File: config.mk
export PLATFORM = sky130hd
export DESIGN_NAME = dmac_ctrl_arb
export DESIGN_NICKNAME = d
export VERILOG_FILES = /design/src/rtl/dmac_ctrl_arb.sv
export SDC_FILE = /design/constraint.sdc
export NUM_CORES = 1
export LEC_CHECK = 0
export CORE_AREA = 2 2 455 457
export CTS_BUF_LIST = sky130_fd_sc_hd__clkbuf_4 sky130_fd_sc_hd__clkbuf_8 sky130_fd_sc_hd__clkbuf_16
export CTS_CLUSTER_SIZE = 8
export DETAILED_ROUTE_END_ITERATION = 8
export DIE_AREA = 0 0 457 459
export HOLD_SLACK_MARGIN = 0.12
export PLACE_DENSITY_LB_ADDON = 0.25
export SYNTH_ARGS = -nofsm -noshare
export SYNTH_HDL_FRONTEND = slang
export SYNTH_SLANG_ARGS = --single-unit
File: constraint.sdc
create_clock -name clk_i -period 6.7 [get_ports clk_i]
set_input_delay 1.34 -clock clk_i [delete_from_list [all_inputs] [get_ports clk_i]]
set_output_delay 1.34 -clock clk_i [all_outputs]
set_load 0.02 [all_outputs]
File: src/rtl/dmac_ctrl_arb.sv
// Round-robin arbiter sharing the DMA-controller command port among NB_REQ requesters,
// with an in-order ID FIFO for response routing. Define DMAC_ARB_FC_PRIO_EN for FC strict priority.
module dmac_ctrl_arb #(
  parameter int NB_REQ     = 10,
  parameter int ADDR_WIDTH = 32,
  parameter int DATA_WIDTH = 32,
  parameter int BE_WIDTH   = DATA_WIDTH / 8,
  parameter int MAX_OUTST  = 4,
  parameter int ID_WIDTH   = $clog2(NB_REQ)
) (
  input  logic                             clk_i,
  input  logic                             rst_ni,
  input  logic [NB_REQ-1:0]                req_i,
  input  logic [NB_REQ*ADDR_WIDTH-1:0]     add_i,
  input  logic [NB_REQ-1:0]                wen_i,
  input  logic [NB_REQ*BE_WIDTH-1:0]       be_i,
  input  logic [NB_REQ*DATA_WIDTH-1:0]     wdata_i,
  output logic [NB_REQ-1:0]                gnt_o,
  output logic [NB_REQ-1:0]                r_valid_o,
  output logic [NB_REQ*DATA_WIDTH-1:0]     r_rdata_o,
  output logic [NB_REQ-1:0]                r_opc_o,
  output logic                             tgt_req_o,
  output logic [ADDR_WIDTH-1:0]            tgt_add_o,
  output logic                             tgt_wen_o,
  output logic [BE_WIDTH-1:0]              tgt_be_o,
  output logic [DATA_WIDTH-1:0]            tgt_wdata_o,
  output logic [ID_WIDTH-1:0]              tgt_id_o,
  input  logic                             tgt_gnt_i,
  input  logic                             tgt_r_valid_i,
  input  logic [DATA_WIDTH-1:0]            tgt_r_rdata_i,
  input  logic                             tgt_r_opc_i,
  output logic [$clog2(MAX_OUTST):0]       outst_o,
  output logic                             err_o
);

  localparam int PTR_W = $clog2(MAX_OUTST);
  localparam int CNT_W = PTR_W + 1;

  logic [ID_WIDTH-1:0] r_rr_ptr;
  logic                r_lock_vld;
  logic [ID_WIDTH-1:0] r_lock_idx;
  logic [ID_WIDTH-1:0] r_fifo [MAX_OUTST];
  logic [PTR_W-1:0]    r_wptr;
  logic [PTR_W-1:0]    r_rptr;
  logic [CNT_W-1:0]    r_cnt;
  logic                r_err;

  logic [ID_WIDTH-1:0] w_arb_idx;
  logic                w_found;
  logic [ID_WIDTH-1:0] w_sel;
  logic                w_full;
  logic                w_empty;
  logic                w_hs;
  logic                w_pop;
  logic                w_fc_win;
  logic [ID_WIDTH-1:0] w_rr_next;

  always_comb begin
    w_arb_idx = '0;
    w_found   = 1'b0;
    w_fc_win  = 1'b0;
    for (int unsigned i = 0; i < NB_REQ; i++) begin
      int unsigned idx;
      idx = int'(r_rr_ptr) + i;
      if (idx >= NB_REQ) idx = idx - NB_REQ;
      if (!w_found && req_i[idx]) begin
        w_found   = 1'b1;
        w_arb_idx = ID_WIDTH'(idx);
      end
    end
`ifdef DMAC_ARB_FC_PRIO_EN
    if (req_i[NB_REQ-1]) begin
      w_arb_idx = ID_WIDTH'(NB_REQ-1);
      w_fc_win  = 1'b1;
    end
`endif
  end

  assign w_sel     = r_lock_vld ? r_lock_idx : w_arb_idx;
  assign w_full    = (r_cnt == CNT_W'(MAX_OUTST));
  assign w_empty   = (r_cnt == '0);
  assign tgt_req_o = rst_ni & (r_lock_vld | (|req_i)) & ~w_full;
  assign w_hs      = tgt_req_o & tgt_gnt_i;
  assign w_pop     = rst_ni & tgt_r_valid_i & ~w_empty;

  assign tgt_id_o    = w_sel;
  assign tgt_add_o   = add_i[w_sel*ADDR_WIDTH +: ADDR_WIDTH];
  assign tgt_wen_o   = wen_i[w_sel];
  assign tgt_be_o    = be_i[w_sel*BE_WIDTH +: BE_WIDTH];
  assign tgt_wdata_o = wdata_i[w_sel*DATA_WIDTH +: DATA_WIDTH];

  assign r_rdata_o = {NB_REQ{tgt_r_rdata_i}};
  assign r_opc_o   = {NB_REQ{tgt_r_opc_i}};
  assign outst_o   = r_cnt;
  assign err_o     = r_err;

  always_comb begin
    gnt_o     = '0;
    r_valid_o = '0;
    if (w_hs)  gnt_o[w_sel] = 1'b1;
    if (w_pop) r_valid_o[r_fifo[r_rptr]] = 1'b1;
  end

  // An FC priority win leaves the round-robin pointer where it was; a locked
  // FC grant can only originate from such a win, so the lock path needs no extra flag.
  always_comb begin
    w_rr_next = (w_sel == ID_WIDTH'(NB_REQ-1)) ? '0 : w_sel + ID_WIDTH'(1);
`ifdef DMAC_ARB_FC_PRIO_EN
    if (w_fc_win || (w_sel == ID_WIDTH'(NB_REQ-1))) w_rr_next = r_rr_ptr;
`endif
  end

  always_ff @(posedge clk_i) begin
    if (!rst_ni) begin
      r_rr_ptr   <= '0;
      r_lock_vld <= 1'b0;
      r_lock_idx <= '0;
      r_wptr     <= '0;
      r_rptr     <= '0;
      r_cnt      <= '0;
      r_err      <= 1'b0;
    end else begin
      if (w_hs) begin
        r_lock_vld     <= 1'b0;
        r_rr_ptr       <= w_rr_next;
        r_fifo[r_wptr] <= w_sel;
        r_wptr         <= r_wptr + PTR_W'(1);
      end else if (tgt_req_o) begin
        r_lock_vld <= 1'b1;
        r_lock_idx <= w_sel;
      end
      if (w_pop) r_rptr <= r_rptr + PTR_W'(1);
      r_cnt <= r_cnt + CNT_W'(w_hs) - CNT_W'(w_pop);
      if (tgt_r_valid_i && w_empty) r_err <= 1'b1;
    end
  end

endmodule

## Word-level counts from Yosys, hierarchy flattened

Memory sizes are Yosys's and may differ from the RTL's. A register that Yosys moved wholly into a read port is not among the register bits.
Cells that the tools add are included.

- Word-level logic and storage cells: 160
- Output and inout bits: 428
- Memory bits (writable): 16
- Bits in registers: 17
- Memories kept: 1

- Add/sub/neg operators: 24
- Bitwise operators: 10
- Reductions and logical operators: 25
- Shift operators: 3
- $lt $le $gt $ge: 24
- Eq/ne operators: 2
- Mux-type cells: 64

Memory list:

| name | words | bits a word | rd ports | clocked after memory_dff | wr ports | RTL line | text |
|---|---|---|---|---|---|---|---|
| r_fifo | 4 | 4 | 1 | 1 | 1 | 42 | `logic [ID_WIDTH-1:0] r_fifo [MAX_OUTST];` |

Operators with widths:

| cell | number |
|---|---|
| $shiftx A320 B10 Y32 | 2 |
| $lt A32 B5 Y1 const B | 10 |
| $mux W32 | 10 |
| $sub A5 B4 Y6 const B | 9 |
| $mux W4 | 12 |
| $ge A5 B4 Y1 const B | 9 |
| $bmux W1 S4 | 11 |
| $shiftx A40 B7 Y4 | 1 |
| $mux W1 | 25 |
| $add A4 B3 Y5 const B | 4 |
| $mux W10 | 2 |
| $logic_and A1 B1 Y1 | 12 |
| $add A4 B2 Y5 const B | 2 |
| $add A4 B4 Y5 const B | 2 |
| $lt A4 B5 Y1 const B | 2 |
| $reduce_or A10 Y1 | 1 |
| $logic_not A1 Y1 | 9 |
| $demux W1 S4 | 2 |
| $ge A4 B1 Y1 const B | 2 |
| $add A4 B1 Y5 const B | 1 |
| $and A1 B1 Y1 | 5 |
| $sub A4 B4 Y5 const B | 1 |
| $add A2 B1 Y2 const B | 2 |
| $add A4 B1 Y4 const B | 1 |
| 11 further kinds | 15 |

## Depth between registers and ports, before layout

- Word-level depth: 38
- Mapped depth: 27

## Worst setup path before layout

No wires, ideal clock.

- Path type: register -> output
- Start point: register r_rr_ptr[0]
- End point: output port gnt_o[0]
- Cell stages (with the launch flop): 24
- Setup slack: -704 ps
- Arrival: 6,064 ps
- Required time: 5,360 ps
- Path through: dfxtp_1 -> buf_2 -> buf_2 -> buf_4 -> buf_2 -> inv_1 -> ha_1 -> clkinv_1 -> ha_1 -> clkbuf_1 -> or4_1 -> o21ai_0 -> a2111oi_1 -> a31o_1 -> or3_1 -> buf_2 -> or4_4 -> or4_4 -> mux2i_4 -> nor2_1 -> nor2_2 -> clkbuf_1 -> nand2_1 -> nor2_1

- Cells in the longest elaborated chain, start to end: 38
- Elaborated cells between the ends (all ways): 103
- Classes of those cells: add/sub: 19; order compare: 12; mux: 53; reduce/logical: 19

RTL lines:

| item | RTL line | text |
|---|---|---|
| start, declared | 39 | `logic [ID_WIDTH-1:0] r_rr_ptr;` |
| start signal, assigned | 125 | `r_rr_ptr <= w_rr_next;` |
| parallel branches: the longest is 31 deep, another holds $sub A5 B4 Y6 | -- |  |
| $mux W4 * | 66 | `if (!w_found && req_i[idx]) begin` |
| $mux W4 * | 79 | `assign w_sel = r_lock_vld ? r_lock_idx : w_arb_idx;` |
| via tgt_id_o[3] | 27 | `output logic [ID_WIDTH-1:0] tgt_id_o,` |
| $lt A4 B5 Y1 (not written as such) or $ge A4 B1 Y1 (tied branches) | 100 | `if (w_hs) gnt_o[w_sel] = 1'b1;` |
| $logic_and A1 B1 Y1 (not written as such) | 100 |  |
| $mux W1 (not written as such) | 100 |  |
| $demux W1 S4 * | 100 |  |
| $mux W10 * | 100 |  |
| end, declared | 18 | `output logic [NB_REQ-1:0] gnt_o,` |

Mark *: on every way through the listed nets, which the timed path passes. The select of a mux whose other input is x is not followed.

## Final worst setup path

- Start point: input port req_i[0]
- End point: output port tgt_add_o[23]

- Cells in the longest elaborated chain, start to end: 32
- Elaborated cells between the ends (all ways): 59
- Classes of those cells: shift: 1; mux: 40; reduce/logical: 18

RTL lines:

| item | RTL line | text |
|---|---|---|
| start, declared | 13 | `input logic [NB_REQ-1:0] req_i,` |
| $bmux W1 S4 | 66 |  |
| $mux W1 (not written as such) | 66 |  |
| $mux W1 | 66 |  |
| $logic_not A1 Y1 | 66 |  |
| $logic_and A1 B1 Y1 | 66 |  |
| $mux W1 | 66 |  |
| $logic_not A1 Y1 | 66 |  |
| $logic_and A1 B1 Y1 | 66 |  |
| (+16 left out) | -- |  |
| $logic_not A1 Y1 | 66 |  |
| $logic_and A1 B1 Y1 | 66 |  |
| $mux W1 | 66 |  |
| $logic_not A1 Y1 | 66 |  |
| $logic_and A1 B1 Y1 | 66 |  |
| $mux W4 * | 66 |  |
| $mux W4 * | 79 |  |
| $shiftx A320 B10 Y32 * | 87 | `assign tgt_add_o = add_i[w_sel*ADDR_WIDTH +: ADDR_WIDTH];` |
| end, declared | 23 | `output logic [ADDR_WIDTH-1:0] tgt_add_o,` |

Every way passes the cells marked *; elsewhere a longest branch is shown, timed or not. The select of a mux whose other input is x is not followed.

==> summary.md <==
| Metric | Value |
|---|---|
| Max clock buf depth | `2` |
| Status | `finished, violations left` |
| Post-route setup slack | `-276.7 ps` |
| First-pass GRT wire length | `181900 um` |
| Violations in the final reports | `setup timing` |
| Routed WL | `146100 um` |
| Clk sinks | `35` |
| Worst-path clk slew | `about 50 ps` |
| CTS root buffer | `clkbuf_16` |
| Num ports | `between 1000 and 1500` |
| Cell area after synthesis | `0.01313 sq mm` |
| Min-Delay Path Class | `reg2reg` |
| Fill cell count | `23730` |
| Share of cells above drive strength 1 | `0.3719` |
| Setup crit end kind | `primary output` |
| Worst EP arrival | `between 5000 and 6000 ps` |
| Buf/Inv on CP | `6` |
| YS warnings | `0` |
| Vias in the first global route | `between 15000 and 20000` |
| EDFF count, synth | `16` |
| Worst Hold End | `err_o` |
| Core area | `0.2056 sq mm` |
| Worst slew pin tran | `around 810 ps` |
| Placer congestion estimate | `between 0.8 and 0.9` |
| Synth area leaders | `buf_4, a22oi_1, nand2_1` |
| Initial antenna violation count | `70` |
| Crit start category | `primary input` |
| Crit path max fanout | `7` |
| Vias | `19100` |
| Min cycle time layout | `about 7000 ps` |
| CTS hold repair buffers | `0` |
| Site Rows | `roughly 170` |
| Die height | `459 um` |
| Setup TNS | `-6055 ps` |
| Synthesized Nets | `about 2800` |
| Fmax | `0.1433 GHz` |
| Finished Core Util | `0.1434` |
| CTS Buf Count | `5` |
| Die width | `between 400 and 500 um` |
| Die area | `between 0.2 and 0.25 sq mm` |
| Slowest CP cell | `or4_4` |
| Clock skew | `7.331 ps` |
| Nets | `between 3000 and 4000` |
| RSZ-0062 raised after global routing | `yes` |
| CTS H-tree depth | `2` |
| RR Endpoint | `r_rr_ptr[3]` |
| Final Max Tran Viols | `0` |
| Largest area contributor in the netlist | `buf_4` |
| Hold path startpoint | `err_o` |
| Wirelength per Cell | `26.15 um` |
| WS Path Type | `in2out` |
| DRC | `0` |
| Async SR Flop Fraction | `0` |
| Relative slew slack | `0.4581` |
| Post-synth top cells | `nand2_1, buf_4, a22oi_1` |
| Synth unique cells | `90` |
| TritonCTS clock tree | `done` |
| Post-route clock period utilization | `1.041` |
| Setup violations, final | `56` |
| CP top delay family | `simple AND/OR/NAND/NOR gates` |
| CP cell instances | `buf_2, mux2_4, nor3_2, a211oi_1, or3_4, or3_4, or4_4, or4_4, mux2i_4, or3_4, buf_6, nor2_4, buf_12, buf_12, buf_8, a22oi_2, nand3_4, buf_12` |
| Number of routed nets with antenna violations | `0` |
| Fin. Hold Viols | `0` |
| R2R Path Start | `r_rr_ptr[0]` |
| Seq cells post-synth | `35` |
| WHS | `491.5 ps` |
| DRT Pass-1 Iters | `6` |
| Worst-case reg-to-reg path depth | `21` |
| Final HPWL DP | `between 100000 and 150000 um` |
| DRT iter0 DRCs | `between 1000 and 1500` |
| Overflow after GRT | `0` |
| Vias/cell | `~3.4` |
| Critical Path RT | `5360 ps` |
| Gr usage total | `0.1292` |
| I/O Buffers | `801` |
| Largest net degree at the start of global routing | `46` |
| R2R setup slack | `1500 ps` |
| Mean post-synth cell area | `6.592 sq um` |
| Top-area cell type share of the netlist area | `0.1922` |
| Seq/Total Area, Yosys | `0.06559` |
| Post-synth top flop | `dfxtp_1` |
| Crit path largest cell delay | `610 ps` |
| Initial Utilization | `0.06384` |
| Worst-skew pair later-pin latency | `290 ps` |
| Maxcap violations | `0` |
| Worst Hold Path Cells | `2` |
| Most common cell in the netlist | `nand2_1` |
| Area growth syn-to-layout | `124.6%` |
| Synth Instances | `1991` |
## how the worst max path moves through the flow
stage | startpoint | end | slack [ps] | depth (start not counted)
after floorplan | r_rr_ptr[0] | tgt_add_o[20] | -20 | 25
after global placement | req_i[0] | tgt_add_o[13] | -1410 | 19
after detailed placement | req_i[0] | tgt_add_o[13] | -1330 | 19
after CTS | r_rr_ptr[2] | tgt_add_o[23] | -260 | 23
after global routing | r_rr_ptr[2] | tgt_add_o[5] | -360 | 24
final | req_i[0] | tgt_add_o[23] | -280 | 18
## tightest hold or removal path: stages, from the launching register on
cell,delay (ps)
dfxtp_1,320
a21oi_1,40
nor2b_1,90
## cell type report
cell class	count	area, sq um	area share
inverter	21	101.3	0.003438
clock inverter	3	20.02	0.0006791
multi-input combinational	1459	11130	0.3777
clock buffer	5	125.1	0.004245
sequential	35	868.3	0.02946
antenna	24	60.06	0.002037
timing repair buffer	1338	13780	0.4676
tap	2704	3383	0.1148
## logic make-up (layout without fill, tap and decap cells)
| group | count (synthesis) | after routing | synth area share |
|---|---|---|---|
| adders and majority gates | 29 | 29 | 0.02822 |
| DFF | 35 | 35 | 0.06559 |
| and+or+nand+nor | 647 | 647 | 0.2223 |
| AOI/OAI and AO/OA | 658 | 658 | 0.3337 |
| other | 0 | 24 | 0 |
| muxes | 109 | 109 | 0.09638 |
| buffers and inverters | 497 | 1367 | 0.2431 |
| xor gates and xnor gates | 16 | 16 | 0.01068 |
## through the flow
stage	area, sq um	worst slack, ps	std cells
3_5_place_dp	25440	-1334	5438
2_1_floorplan	13300	-20.67	1991
4_1_cts	28130	-259.9	5530
3_3_place_gp	25440	-1414	5438
5_1_grt	29440	-359.7	5575
6_report	29480	-276.7	5589
## layer usage
layer	share of wire	wire length, um	global-route usage
met4	0.040	5869	0.04855
met2	0.49	71760	0.2240
met5	0.0019	279	0
met1	0.37	54110	0.1436
met3	0.097	14120	0.04700
## cells in the final DEF, fill, tap and decap left out, types with 25 or more instances in the layout
cell	synthesis	final
clkdlybuf4s50_1	0	711
buf_4	336	361
nand2_1	376	359
a22oi_1	274	203
buf_6	4	143
a21oi_1	165	121
buf_12	0	80
mux2_2	79	76
a22oi_2	0	71
nand3_2	0	45
o21ai_0	87	43
nor2_1	48	38
a21oi_2	2	33
nand3_1	86	25
## repair_timing
item                       CTS  global route
hold endpoints to repair     0             0
setup endpoints to repair   83            78
setup buffers               87            45
cloned                       4             4
pin swaps                   94            65
gates resized for setup    621           237
## state kept, by name, summed over array words and instances (netlist names), named ones only
name	cells
r_wptr	2
r_fifo	16
outst_o	3
err_o	1
r_lock_idx	4
r_lock_vld	1
r_rptr	2
r_rr_ptr	4
Power is left out: the tool's default activity adds up to more than one toggle a clock period on the data nets, which glitch-free logic cannot reach.
